===== src/rtl/zd_pipe_pkg.sv =====
// Shared definitions for the frame scheduler: state encoding, stage codes and
// the default frame geometry / pipeline latencies.
package zd_pipe_pkg;

  localparam int unsigned IMG_SIZE_DEF = 900;
  localparam int unsigned RD_LAT_DEF   = 3;
  localparam int unsigned PROC_LAT_DEF = 2;
  localparam int unsigned CNT_W        = 10;

  typedef enum logic [2:0] {
    ST_IDLE  = 3'd0,
    ST_LOAD  = 3'd1,
    ST_PROC  = 3'd2,
    ST_DRAIN = 3'd3,
    ST_DONE  = 3'd4
  } sched_state_e;

  typedef enum logic [1:0] {
    STG_BLUR   = 2'd0,
    STG_DILATE = 2'd1,
    STG_ERODE  = 2'd2
  } stage_e;

endpackage


===== src/rtl/zd_sched_xfer_cnt.sv =====
// Transfer counter: counts issued words, delays each issue by RD_LAT or PROC_LAT
// and produces the matching stage-buffer write strobe and address. Latencies >= 1.
module zd_sched_xfer_cnt
  import zd_pipe_pkg::*;
#(
  parameter int unsigned IMG_SIZE = IMG_SIZE_DEF,
  parameter int unsigned RD_LAT   = RD_LAT_DEF,
  parameter int unsigned PROC_LAT = PROC_LAT_DEF
) (
  input  logic             clk,
  input  logic             rst_n,
  input  logic             i_clr,
  input  logic             i_issue,
  input  logic             i_proc_lat,
  output logic             o_issue_done,
  output logic             o_issue_last,
  output logic             o_we,
  output logic             o_we_last,
  output logic [CNT_W-1:0] o_wr_addr
);

  localparam int unsigned MAX_LAT = (RD_LAT > PROC_LAT) ? RD_LAT : PROC_LAT;
  localparam logic [CNT_W-1:0] LAST = CNT_W'(IMG_SIZE - 1);

  logic [CNT_W-1:0]   r_iss_cnt;
  logic               r_iss_done;
  logic [CNT_W-1:0]   r_wr_addr;
  logic [MAX_LAT-1:0] r_dly;
  logic               w_tap;

  always_comb begin
    w_tap = i_proc_lat ? r_dly[PROC_LAT-1] : r_dly[RD_LAT-1];
  end

  // The issue counter parks at LAST and raises a done flag instead of wrapping.
  always_ff @(posedge clk or negedge rst_n) begin
    if (!rst_n) begin
      r_iss_cnt  <= '0;
      r_iss_done <= 1'b0;
      r_wr_addr  <= '0;
      r_dly      <= '0;
    end else if (i_clr) begin
      r_iss_cnt  <= '0;
      r_iss_done <= 1'b0;
      r_wr_addr  <= '0;
      r_dly      <= '0;
    end else begin
      r_dly <= (r_dly << 1) | MAX_LAT'(i_issue);
      if (i_issue && !r_iss_done) begin
        if (r_iss_cnt == LAST) r_iss_done <= 1'b1;
        else                   r_iss_cnt  <= r_iss_cnt + 1'b1;
      end
      if (w_tap && (r_wr_addr != LAST)) r_wr_addr <= r_wr_addr + 1'b1;
    end
  end

  assign o_issue_done = r_iss_done;
  assign o_issue_last = i_issue && !r_iss_done && (r_iss_cnt == LAST);
  assign o_we         = w_tap;
  assign o_we_last    = w_tap && (r_wr_addr == LAST);
  assign o_wr_addr    = r_wr_addr;

endmodule


===== src/rtl/zd_frame_sched.sv =====
// Frame scheduler: loads a frame, runs blur/dilate/erode stages, drains it.
// Define ZD_SCHED_PERF_EN to add the frame_cycles performance counter output.
module zd_frame_sched
  import zd_pipe_pkg::*;
#(
  parameter int unsigned IMG_SIZE = IMG_SIZE_DEF,
  parameter int unsigned RD_LAT   = RD_LAT_DEF,
  parameter int unsigned PROC_LAT = PROC_LAT_DEF
) (
  input  logic         clk,
  input  logic         rst_n,
  input  logic [10:0]  src_fifo_data_count,
  input  logic         src_fifo_empty,
  output logic         src_fifo_rd_en,
  input  logic         dst_fifo_full,
  output logic         dst_fifo_wr_en,
  output logic         buf_we,
  output logic [9:0]   wr_addr,
  output logic         addr_gen_en,
  output logic [1:0]   stage_sel,
  output logic         buf_sel,
  output logic         frame_done,
  output logic         busy,
  output logic         underrun,
  output sched_state_e dbg_state
`ifdef ZD_SCHED_PERF_EN
  ,
  output logic [31:0]  frame_cycles
`endif
);

  sched_state_e     r_state, w_next;
  stage_e           r_stage;
  logic             r_buf_sel, r_underrun;
  logic             w_issue, w_proc_lat, w_clr, w_stage_end;
  logic             w_iss_done, w_iss_last, w_we, w_we_last;
  logic [CNT_W-1:0] w_wr_addr;

  // Counters restart on every stage boundary and whenever no frame is active.
  assign w_stage_end = w_we_last && ((r_state == ST_LOAD) || (r_state == ST_PROC));
  assign w_clr       = (r_state == ST_IDLE) || (r_state == ST_DONE) || w_stage_end;

  zd_sched_xfer_cnt #(
    .IMG_SIZE (IMG_SIZE),
    .RD_LAT   (RD_LAT),
    .PROC_LAT (PROC_LAT)
  ) u_xfer (
    .clk          (clk),
    .rst_n        (rst_n),
    .i_clr        (w_clr),
    .i_issue      (w_issue),
    .i_proc_lat   (w_proc_lat),
    .o_issue_done (w_iss_done),
    .o_issue_last (w_iss_last),
    .o_we         (w_we),
    .o_we_last    (w_we_last),
    .o_wr_addr    (w_wr_addr)
  );

  always_ff @(posedge clk or negedge rst_n) begin
    if (!rst_n) r_state <= ST_IDLE;
    else        r_state <= w_next;
  end

  always_comb begin
    w_next         = r_state;
    src_fifo_rd_en = 1'b0;
    addr_gen_en    = 1'b0;
    dst_fifo_wr_en = 1'b0;
    buf_we         = 1'b0;
    w_issue        = 1'b0;
    w_proc_lat     = 1'b0;
    case (r_state)
      ST_IDLE: begin
        if ((src_fifo_data_count >= 11'(IMG_SIZE)) && !dst_fifo_full) w_next = ST_LOAD;
      end
      ST_LOAD: begin
        src_fifo_rd_en = !src_fifo_empty && !w_iss_done;
        w_issue        = src_fifo_rd_en;
        buf_we         = w_we;
        if (w_we_last) w_next = ST_PROC;
      end
      ST_PROC: begin
        addr_gen_en = !w_iss_done;
        w_issue     = addr_gen_en;
        w_proc_lat  = 1'b1;
        buf_we      = w_we;
        if (w_we_last && (r_stage == STG_ERODE)) w_next = ST_DRAIN;
      end
      ST_DRAIN: begin
        dst_fifo_wr_en = !dst_fifo_full && !w_iss_done;
        w_issue        = dst_fifo_wr_en;
        if (w_iss_last) w_next = ST_DONE;
      end
      ST_DONE: w_next = ST_IDLE;
      default: w_next = ST_IDLE;
    endcase
  end

  always_ff @(posedge clk or negedge rst_n) begin
    if (!rst_n) begin
      r_stage    <= STG_BLUR;
      r_buf_sel  <= 1'b0;
      r_underrun <= 1'b0;
    end else begin
      if (r_state == ST_IDLE) r_stage <= STG_BLUR;
      else if ((r_state == ST_PROC) && w_we_last)
        r_stage <= (r_stage == STG_ERODE) ? STG_BLUR : stage_e'(r_stage + 2'd1);
      if (r_state == ST_DONE) r_buf_sel <= ~r_buf_sel;
      if ((r_state == ST_LOAD) && src_fifo_empty && !w_iss_done) r_underrun <= 1'b1;
    end
  end

  assign wr_addr    = w_wr_addr;
  assign stage_sel  = r_stage;
  assign buf_sel    = r_buf_sel;
  assign underrun   = r_underrun;
  assign frame_done = (r_state == ST_DONE);
  assign busy       = (r_state != ST_IDLE);
  assign dbg_state  = r_state;

`ifdef ZD_SCHED_PERF_EN
  logic [31:0] r_cyc, r_frame_cycles;

  // Counts LOAD..DRAIN cycles; the latched value also includes the DONE cycle.
  always_ff @(posedge clk or negedge rst_n) begin
    if (!rst_n) begin
      r_cyc          <= '0;
      r_frame_cycles <= '0;
    end else begin
      if ((r_state == ST_IDLE) || (r_state == ST_DONE)) r_cyc <= '0;
      else if (r_cyc != '1)                             r_cyc <= r_cyc + 1'b1;
      if (r_state == ST_DONE)
        r_frame_cycles <= (r_cyc == '1) ? r_cyc : r_cyc + 1'b1;
    end
  end

  assign frame_cycles = r_frame_cycles;
`endif

endmodule


===== config.mk =====
export PLATFORM = sky130hd
export DESIGN_NAME = zd_frame_sched
export DESIGN_NICKNAME = d
export VERILOG_FILES = /design/src/rtl/zd_pipe_pkg.sv /design/src/rtl/zd_sched_xfer_cnt.sv /design/src/rtl/zd_frame_sched.sv
export SDC_FILE = /design/constraint.sdc
export NUM_CORES = 1
export LEC_CHECK = 0
export ABC_AREA = 1
export CORE_MARGIN = 2
export CORE_UTILIZATION = 40
export DETAILED_ROUTE_END_ITERATION = 8
export HOLD_SLACK_MARGIN = 0.05
export PLACE_DENSITY_LB_ADDON = 0.15
export SLEW_MARGIN = 20
export SYNTH_ARGS = -nofsm -noshare
export SYNTH_HDL_FRONTEND = slang
export SYNTH_HIERARCHICAL = 1
export SYNTH_SLANG_ARGS = --single-unit

===== constraint.sdc =====
create_clock -name clk -period 4.64 [get_ports clk]
set_input_delay 1.392 -clock clk [delete_from_list [all_inputs] [get_ports clk]]
set_output_delay 1.392 -clock clk [all_outputs]
set_load 0.02 [all_outputs]

# == After elaboration in Yosys (flattened, before gate mapping) ==
# Index checks and enable logic that the tools add are counted.
# Widths: inputs -> output; s select.
# op_classes
n_addsub,3
order_cmp,1
eq_ne,13
mux,24
n_bitwise,2
reduce_logical,28
# op_table
operator,n
$mux 10,5
$add 10x1->10 const B,2
$eq 10x10->1 const B,2
$mux 3,5
$logic_and 1x1->1,12
$pmux 3 s4,1
$ge 11x10->1 const B,1
$ne 10x10->1 const B,1
$mux 1,9
$reduce_bool 2->1,4
$eq 3x2->1 const B,2
$mux 2,3
$ne 2x1->1 const B,3
$ne 2x2->1 const B,2
$reduce_and 2->1,2
$reduce_and 4->1,1
$eq 3x1->1 const B,1
$eq 3x3->1 const B,1
$logic_not 1->1,3
$logic_not 3->1,1
$logic_or 1x1->1,3
$or 3x1->3,1
$pmux 1 s3,1
$reduce_bool 3->1,1
other kinds (4),4
# totals
register_bits,31
in_bits,15

# == Longest topological paths before layout ==
# Gate-level depths: netlist of the first run.
# depth
depth_word,8
mapped_depth,15
ltp_nobuf,14

# == Cells and area by module ==
# Netlist of the first run, hierarchy kept.
# by_module_without_submodules
mod,instances,cells_each,area_each_um2,seq_area_each_um2
zd_sched_xfer_cnt,1,212,1508.9,600.6
zd_frame_sched,1,70,476.7,175.2

# == Worst setup path before layout of the first run ==
# No wires, ideal clock.
# synth_path
path_kind,in2out
startpoint,in src_fifo_empty
endpoint,out src_fifo_rd_en
t_arrival_ps,1706
required_time_ps,3248
setup_slack_ps,1542
stages,1
cell_sequence,nor2_1
# synth_via
elab_chain_len,3
# synth_lines
item,line,text
from (decl),zd_frame_sched.sv:13,"input logic src_fifo_empty,"
$logic_not 1->1,zd_frame_sched.sv:78,src_fifo_rd_en = !src_fifo_empty && !w_iss_done;
$logic_and 1x1->1,zd_frame_sched.sv:78,
$mux 1,zd_frame_sched.sv:73,case (r_state)
to (decl),zd_frame_sched.sv:14,"output logic src_fifo_rd_en,"
# Every way passes these cells.

# == Worst setup path in the final report of the first run ==
# layout_path
startpoint,in dst_fifo_full
endpoint,out dst_fifo_wr_en
# layout_via
elab_chain_len,3
# layout_lines
item,line,text
from (decl),zd_frame_sched.sv:15,"input logic dst_fifo_full,"
$logic_not 1->1,zd_frame_sched.sv:91,dst_fifo_wr_en = !dst_fifo_full && !w_iss_done;
$logic_and 1x1->1,zd_frame_sched.sv:91,
$mux 1,zd_frame_sched.sv:73,
to (decl),zd_frame_sched.sv:16,"output logic dst_fifo_wr_en,"
# Every way passes these cells.

==> run_results.csv, run 1 <==
group,metric,value,unit
timing,post-route-period-util,86.3,%
setup_path,endpoint_kind,"output port",
routing,route.detailed.drc,0,
logic_synthesis,post_synth_inst_count,282,
place,routabilityCongestion,0.807,
setup_path,critical_path.max_fanout,2,
clock_network,clk_latency,280,ps
global_routing,globalRouteOverflowTotal,0,
logic_synthesis,post_synth.cell_area_avg,7.04,µm²
floorplanning,die_area,5540,µm²
layout,finalCoreUtilization,52.2,%
logic_synthesis,asyncSetResetFlopFracSynth,100,%
power_and_ir_drop,combPwrFrac,51.2,%
timing,final.min_clock_period,4010,ps
logic_synthesis,synth-warning-count,6,
layout,fraction_of_layout_cells_with_a_size_suffix_above_1,10.0,%
floorplanning,start_util,41.8,%
timing,least_margin_pin_slew,471,ps
setup_path,critical-path-top-cell-by-count,"sky130_fd_sc_hd__clkdlybuf4s50_1",
power_and_ir_drop,total_switching_power,568,µW
routing,route.vias.total,1821,
routing,pre_antenna_drt_iters,4,
floorplanning,die_w,74.5,µm
routing,drt-vias-per-instance,4.72,
power_and_ir_drop,pwr_density_cell,491,nW/µm²
logic_synthesis,yosysMostFrequentCell,"sky130_fd_sc_hd__nand2_1",
setup_path,max_stage_delay,590,ps
timing,fin_worst_hold_slack,466,ps
clock_network,clock_path_buffers,2,
setup_path,critical-path-slowest-cell,"sky130_fd_sc_hd__clkdlybuf4s50_1",
layout,synthToLayoutAreaGrowth,25.1,%
timing,timing.final.max_slew_violations,0,
clock_network,tritoncts_buffers,5,
floorplanning,core-area,4750,µm²
power_and_ir_drop,power_frac_seq,30.9,%
logic_synthesis,syn_nets,299,
timing,fmaxAchievable,0.250,GHz
timing,hold_violation_count_in_the_final_report,0,
worst_hold_path,hold_crit_path_type,"flop to flop",
logic_synthesis,synth_largest_area_cell,"sky130_fd_sc_hd__dfrtp_1",
layout,layout.filler_cells,506,
timing,max_slew_margin,68.5,%
routing,detail_route.wl_per_cell,11.3,µm
setup_path,critical_path.cell_chain,"clkdlybuf4s50_1 -> nor2_1 -> nand2_1 -> inv_1 -> clkdlybuf4s50_1",
power_and_ir_drop,switching_share,46.5,%
setup_path,cp.required,3250,ps
layout,final_nets,336,
timing,final.setup.tns,0,ps
setup_path,timing_worst_setup_path_type,"input port to output port",
timing,final-setup-viol-count,0,
logic_synthesis,synth_top_area_share,39.1,%
clock_network,path_clk_slew,60,ps
timing,grt_setup_unrepaired,"no",
power_and_ir_drop,ir_worst_vdd,0.360,mV
clock_network,numClockSinks,31,
power_and_ir_drop,power.share.clock,17.8,%
logic_synthesis,synth_cell_types,32,
layout,register_area,776,µm²
global_routing,wire_length_of_the_first_global_routing_pass,7580,µm
power_and_ir_drop,internal_pwr_total,652,µW
routing,drtAntennaViolNets,0,
layout,multi_input_comb_area,1030,µm²
logic_synthesis,yosys-top-cells-count,"79 x sky130_fd_sc_hd__nand2_1, 44 x sky130_fd_sc_hd__nor2_1, 35 x sky130_fd_sc_hd__inv_1",
clock_network,htreeDepth,2,
clock_network,clock_tree_from_tritoncts,"built",
logic_synthesis,ys_top_cells_by_area,"sky130_fd_sc_hd__dfrtp_1 39%, sky130_fd_sc_hd__nand2_1 15%, sky130_fd_sc_hd__nand3_1 8.6%, sky130_fd_sc_hd__nor2_1 8.3%, sky130_fd_sc_hd__inv_1 6.6%",
clock_network,cts-resized-gates,0,
global_routing,antenna_found_initial,0,
floorplanning,die-height,74.5,µm
global_routing,grt_pass1_vias,1716,
routing,route.final.wire_length,4340,µm
floorplanning,rows,25,
logic_synthesis,post_synthesis_cell_area,1990,µm²
clock_network,cts_hold_buffers,0,
logic_synthesis,synth_seq_cells,31,
setup_path,crit_arrival,2610,ps
global_routing,grt_util_all_layers,17.7,%
layout,n_antenna_cell,0,
place,place.port_buffers,35,
logic_synthesis,synth_enable_flop_cells,0,
timing,fin_skew,2.90,ps
job,maximum_capacitance_violations,0,
floorplanning,boundaryPins,38,
place,place.detailed.hpwl,3100,µm
global_routing,maximum_number_of_pins_on_one_net_before_global_route_repair,32,
power_and_ir_drop,static-leakage-power,1.22,nW
clock_network,root_buffer,"sky130_fd_sc_hd__clkbuf_8",
clock_network,cts_setup_buffers,0,
status,run_status,"completed",
logic_synthesis,yosysSeqAreaShare,39.1,%
routing,drt-initial-drc-count,47,
setup_path,startpoint_type,"input port",
logic_synthesis,synth-main-ff-cell,"sky130_fd_sc_hd__dfrtp_1",
## power groups by stage
stage	logic, mW	clock network, mW	registers [mW]
after floorplan	0.437	0	0.394
after global placement	0.627	0	0.382
after detailed placement	0.628	0	0.383
after CTS	0.633	0.227	0.378
after global routing	0.697	0.238	0.386
final	0.625	0.218	0.377
## sequential cells by signal, indices dropped and copies added, names as in the netlist
register	flops
stage_sel	2
u_xfer/o_wr_addr	10
u_xfer/o_issue_done	1
buf_sel	1
dbg_state	3
u_xfer/r_dly	3
u_xfer/r_iss_cnt	10
underrun	1
## final timing paths
check | start | end | slack, ps | cells after the start
hold reg to reg | underrun | underrun | 470 | 1
hold / removal | underrun | underrun | 470 | 1
min in group asynchronous | rst_n | u_xfer/o_wr_addr[5] | 1500 | 2
setup / recovery | dst_fifo_full | dst_fifo_wr_en | 630 | 5
setup reg to reg | dbg_state[2] | u_xfer/o_wr_addr[7] | 2050 | 14
max in group asynchronous | rst_n | dbg_state[1] | 2850 | 2
## layer usage
layer | up-vias | global-route usage (%) | part of all wire (%) | wire length [µm]
li1 | 957 | - | - | -
met3 | 6 | 4.88 | 5.2 | 228
met4 | 0 | 5.75 | 1.3 | 55
met5 | - | 0 | 0 | 0
met1 | 822 | 22.8 | 50 | 2180
met2 | 36 | 28.8 | 43 | 1890
## area by class of cell
class / instances / share of cell area [%]
Tap cell: 67 / 3.38
Multi-Input combinational cell: 207 / 41.6
Sequential cell: 31 / 31.2
Clock inverter: 1 / 0.202
Inverter: 37 / 5.59
Timing Repair Buffer: 37 / 14.7
Clock buffer: 6 / 3.32
## critical path, delay by kind of cell
family / cells / cell delay, ps
buffers and inverters: 3 / 1060
and+or+nand+nor: 2 / 150
## cell usage in the layout, fill, tap and decap left out
cell type,count
sky130_fd_sc_hd__o22ai_1,1
sky130_fd_sc_hd__clkbuf_8,6
sky130_fd_sc_hd__buf_4,2
sky130_fd_sc_hd__nand2_1,79
sky130_fd_sc_hd__nor2_4,2
sky130_fd_sc_hd__clkdlybuf4s50_1,35
sky130_fd_sc_hd__nand3_1,34
sky130_fd_sc_hd__nor4_1,1
sky130_fd_sc_hd__nor2_2,4
sky130_fd_sc_hd__a21oi_1,2
sky130_fd_sc_hd__nand2_4,2
sky130_fd_sc_hd__o21a_1,2
sky130_fd_sc_hd__nor3_4,1
sky130_fd_sc_hd__o21ai_1,1
sky130_fd_sc_hd__o21ai_2,4
sky130_fd_sc_hd__o21ai_0,3
sky130_fd_sc_hd__nand3_2,1
sky130_fd_sc_hd__ha_1,2
sky130_fd_sc_hd__xnor2_1,1
sky130_fd_sc_hd__clkinv_2,1
sky130_fd_sc_hd__a31o_2,1
sky130_fd_sc_hd__nand4_1,5
sky130_fd_sc_hd__xor2_1,7
sky130_fd_sc_hd__nand4_4,1
sky130_fd_sc_hd__inv_2,2
sky130_fd_sc_hd__dfrtp_1,31
sky130_fd_sc_hd__nor3_1,2
sky130_fd_sc_hd__nand3b_1,1
sky130_fd_sc_hd__or3_1,1
sky130_fd_sc_hd__nand2_2,5
sky130_fd_sc_hd__nor2_1,44
sky130_fd_sc_hd__inv_1,35
## logic make-up (layout without fill, tap and decap cells)
| group | Yosys count | count (layout) | synth area share [%] |
|---|---|---|---|
| buffers and inverters | 44 | 81 | 8.95 |
| adders and majority gates | 2 | 2 | 1.26 |
| AOI/OAI and AO/OA | 14 | 14 | 4.79 |
| DFF | 31 | 31 | 39.1 |
| and+or+nand+nor | 183 | 183 | 42.4 |
| xor gates and xnor gates | 8 | 8 | 3.53 |
## metrics by stage
stage	total power [mW]	worst slack (ps)	area, µm²	std cells
2_1_floorplan	0.831	1540	1990	282
3_3_place_gp	1.01	635	2400	379
3_5_place_dp	1.01	638	2400	379
4_1_cts	1.24	632	2480	386
5_1_grt	1.32	546	2480	386
6_report	1.22	634	2480	386
No activity file was read; power rests on OpenSTA's default activity.
==> run 2: changes to the inputs <==
--- a/config.mk
+++ b/config.mk
@@ -14,5 +14,4 @@
 export SLEW_MARGIN = 20
 export SYNTH_ARGS = -nofsm -noshare
 export SYNTH_HDL_FRONTEND = slang
-export SYNTH_HIERARCHICAL = 1
 export SYNTH_SLANG_ARGS = --single-unit
==> run_results.csv, run 2 <==
group,metric,value,unit
status,run_status,"completed",
logic_synthesis,yosysMostFrequentCell,"sky130_fd_sc_hd__nand2_1",
clock_network,clock_tree_from_tritoncts,"built",
place,place.detailed.hpwl,2970,µm
place,routabilityCongestion,0.864,
setup_path,reg2reg_from,"u_xfer.o_wr_addr[0]",
floorplanning,core-area,4410,µm²
timing,final.min_clock_period,4070,ps
floorplanning,die-height,72.1,µm
layout,finalCoreUtilization,53.0,%
logic_synthesis,yosysSeqAreaShare,41.8,%
timing,max_slew_margin,73.0,%
place,place.port_buffers,35,
clock_network,clk_latency,280,ps
global_routing,grt_util_all_layers,16.6,%
setup_path,timing.critical_path.max_delay_family,"buffers and inverters",
layout,synthToLayoutAreaGrowth,26.0,%
floorplanning,die_area,5200,µm²
global_routing,maximum_number_of_pins_on_one_net_before_global_route_repair,32,
clock_network,path_clk_slew,70,ps
timing,grt_setup_unrepaired,"no",
logic_synthesis,post_synth.cell_area_avg,7.20,µm²
clock_network,root_buffer,"sky130_fd_sc_hd__clkbuf_8",
clock_network,cts_setup_buffers,0,
logic_synthesis,synth_cell_types,27,
logic_synthesis,synth-simple-area-share,37.7,%
setup_path,critical_path_depth,5,
power_and_ir_drop,power.share.clock,42.1,%
setup_path,critical_path.max_fanout,2,
logic_synthesis,synth_top_area_share,41.8,%
power_and_ir_drop,power_frac_seq,54.4,%
timing,least_margin_pin_slew,405,ps
setup_path,critical_path.cell_chain,"clkdlybuf4s50_1 -> nor2_1 -> nand2_1 -> inv_1 -> clkdlybuf4s50_1",
routing,drt-initial-drc-count,104,
power_and_ir_drop,switching_share,22.9,%
setup_path,endpoint_kind,"output port",
job,maximum_capacitance_violations,0,
logic_synthesis,post_synth_mux_area_share,0,%
setup_path,r2r_cells,12,
routing,route.detailed.drc,0,
power_and_ir_drop,internal_pwr_total,383,µW
setup_path,timing.reg2reg.setup_slack,2800,ps
global_routing,grt_pass1_vias,1594,
logic_synthesis,synth_top_family_by_area,"simple AND/OR/NAND/NOR gates",
timing,hold_violation_count_in_the_final_report,0,
clock_network,cts-resized-gates,0,
logic_synthesis,post_synth_inst_count,258,
power_and_ir_drop,combPwrFrac,3.5,%
layout,n_antenna_cell,0,
layout,final_nets,315,
layout,multi_input_comb_area,892,µm²
floorplanning,rows,24,
layout,register_area,776,µm²
timing,final.setup.tns,0,ps
logic_synthesis,synth_enable_flop_cells,0,
logic_synthesis,synth-main-ff-cell,"sky130_fd_sc_hd__dfrtp_1",
place,detailed_place.area,2260,µm²
timing,fmaxAchievable,0.246,GHz
routing,drt-vias-per-instance,4.95,
clock_network,numClockSinks,31,
setup_path,timing_worst_setup_path_type,"input port to output port",
routing,detail_route.wl_per_cell,11.3,µm
logic_synthesis,synth_largest_area_cell,"sky130_fd_sc_hd__dfrtp_1",
power_and_ir_drop,p_total,497,µW
timing,timing.final.max_slew_violations,0,
power_and_ir_drop,total_switching_power,114,µW
power_and_ir_drop,pwr_density_cell,212,nW/µm²
logic_synthesis,synth_seq_cells,31,
global_routing,globalRouteOverflowTotal,0,
floorplanning,start_util,42.1,%
power_and_ir_drop,static-leakage-power,1.12,nW
logic_synthesis,adder_and_majority_gate_portion_of_the_synthesized_area,1.35,%
timing,fin_worst_hold_slack,465,ps
setup_path,max_stage_delay,590,ps
timing,fin_skew,6.02,ps
logic_synthesis,syn_nets,275,
setup_path,critical-path-slowest-cell,"sky130_fd_sc_hd__clkdlybuf4s50_1",
global_routing,antenna_found_initial,0,
layout,layout.filler_cells,455,
logic_synthesis,ys_top_cells_by_area,"sky130_fd_sc_hd__dfrtp_1 42%, sky130_fd_sc_hd__nand2_1 12%, sky130_fd_sc_hd__inv_1 7.7%, sky130_fd_sc_hd__nor2_1 6.7%, sky130_fd_sc_hd__nand3_1 4.3%",
logic_synthesis,asyncSetResetFlopFracSynth,100,%
clock_network,tritoncts_buffers,5,
routing,route.vias.total,1738,
setup_path,worst_setup_path_endpoint,"dst_fifo_wr_en",
logic_synthesis,synthesized_area_fraction_occupied_by_ao_oa_aoi_and_oai_cells,8.02,%
setup_path,cp.buffers_inverters,3,
setup_path,critPathLaunch,"dst_fifo_full",
logic_synthesis,post_synthesis_cell_area,1860,µm²
clock_network,cts_hold_buffers,0,
layout,final_cell_area,2340,µm²
clock_network,htreeDepth,2,
setup_path,critical-path-top-cell-by-count,"sky130_fd_sc_hd__clkdlybuf4s50_1",
setup_path,rr_endpoint,"u_xfer.o_wr_addr[9]",
worst_hold_path,hold_crit_path_type,"flop to flop",
layout,layout_common_cells,"60 x sky130_fd_sc_hd__nand2_1, 38 x sky130_fd_sc_hd__inv_1, 35 x sky130_fd_sc_hd__clkdlybuf4s50_1",
floorplanning,boundaryPins,38,
layout,most_common_cell_after_layout_fill_and_taps_aside,"sky130_fd_sc_hd__nand2_1",
routing,drtAntennaViolNets,0,
timing,final-setup-viol-count,0,
floorplanning,die_w,72.1,µm
logic_synthesis,synth_xor_area_share,0.943,%
global_routing,wire_length_of_the_first_global_routing_pass,6800,µm
setup_path,startpoint_type,"input port",
timing,post-route-period-util,87.6,%
power_and_ir_drop,ir_worst_vdd,0.162,mV
clock_network,clock_path_buffers,2,
setup_path,cp.required,3250,ps
routing,route.final.wire_length,3970,µm
routing,pre_antenna_drt_iters,5,
logic_synthesis,yosys-top-cells-count,"60 x sky130_fd_sc_hd__nand2_1, 38 x sky130_fd_sc_hd__inv_1, 33 x sky130_fd_sc_hd__nor2_1",
layout,fraction_of_layout_cells_with_a_size_suffix_above_1,10.0,%
setup_path,crit_arrival,2670,ps
logic_synthesis,synth-warning-count,0,
==> run 2: cell families (layout without fill, tap and decap cells) <==
kind of cell	after synthesis	in the layout
buf+inv	47	88
fa+ha+maj	2	2
compound gates	28	28
simple gates	148	148
flops	31	31
xor+xnor	2	2
==> run 2: per-stage QoR <==
stage,worst slack (ps),cells
6_report,574,351
5_1_grt,519,351
3_3_place_gp,565,343
4_1_cts,562,351
2_1_floorplan,1550,258
3_5_place_dp,571,343
==> run 2: metal layers <==
layer | GRT usage, % | wire, µm | vias to the layer above
met1 | 21.1 | 1880 | 792
met4 | 5.03 | 41 | 0
li1 | - | - | 902
met2 | 27.3 | 1800 | 39
met3 | 4.72 | 244 | 5
met5 | 0 | 0 | -
==> run 2: area by class of cell <==
class	count	area share (%)
inverter	44	7.06
clock buffer	5	2.94
timing repair buffer	36	15.3
tap	52	2.78
sequential	31	33.2
multi-input combinational	180	38.1
clock inverter	3	0.642
==> run 2: power by group through the flow <==
stage,clock network [mW],logic [mW],registers [mW]
CTS,0.216,0.0185,0.270
global placement,0,0.0184,0.275
finish,0.209,0.0176,0.270
floorplan,0,0.00173,0.275
detailed placement,0,0.0184,0.275
global route,0.229,0.0199,0.270
==> run 2: worst min path at each step <==
stage                     from         endpoint  slack, ps  cells after the start
6_report               buf_sel          buf_sel        460                      1
5_1_grt               underrun         underrun        500                      1
4_1_cts                buf_sel          buf_sel        470                      1
3_5_place_dp           buf_sel          buf_sel        460                      1
3_3_place_gp           buf_sel          buf_sel        460                      1
2_1_floorplan  u_xfer.r_dly[0]  u_xfer.r_dly[1]        450                      2
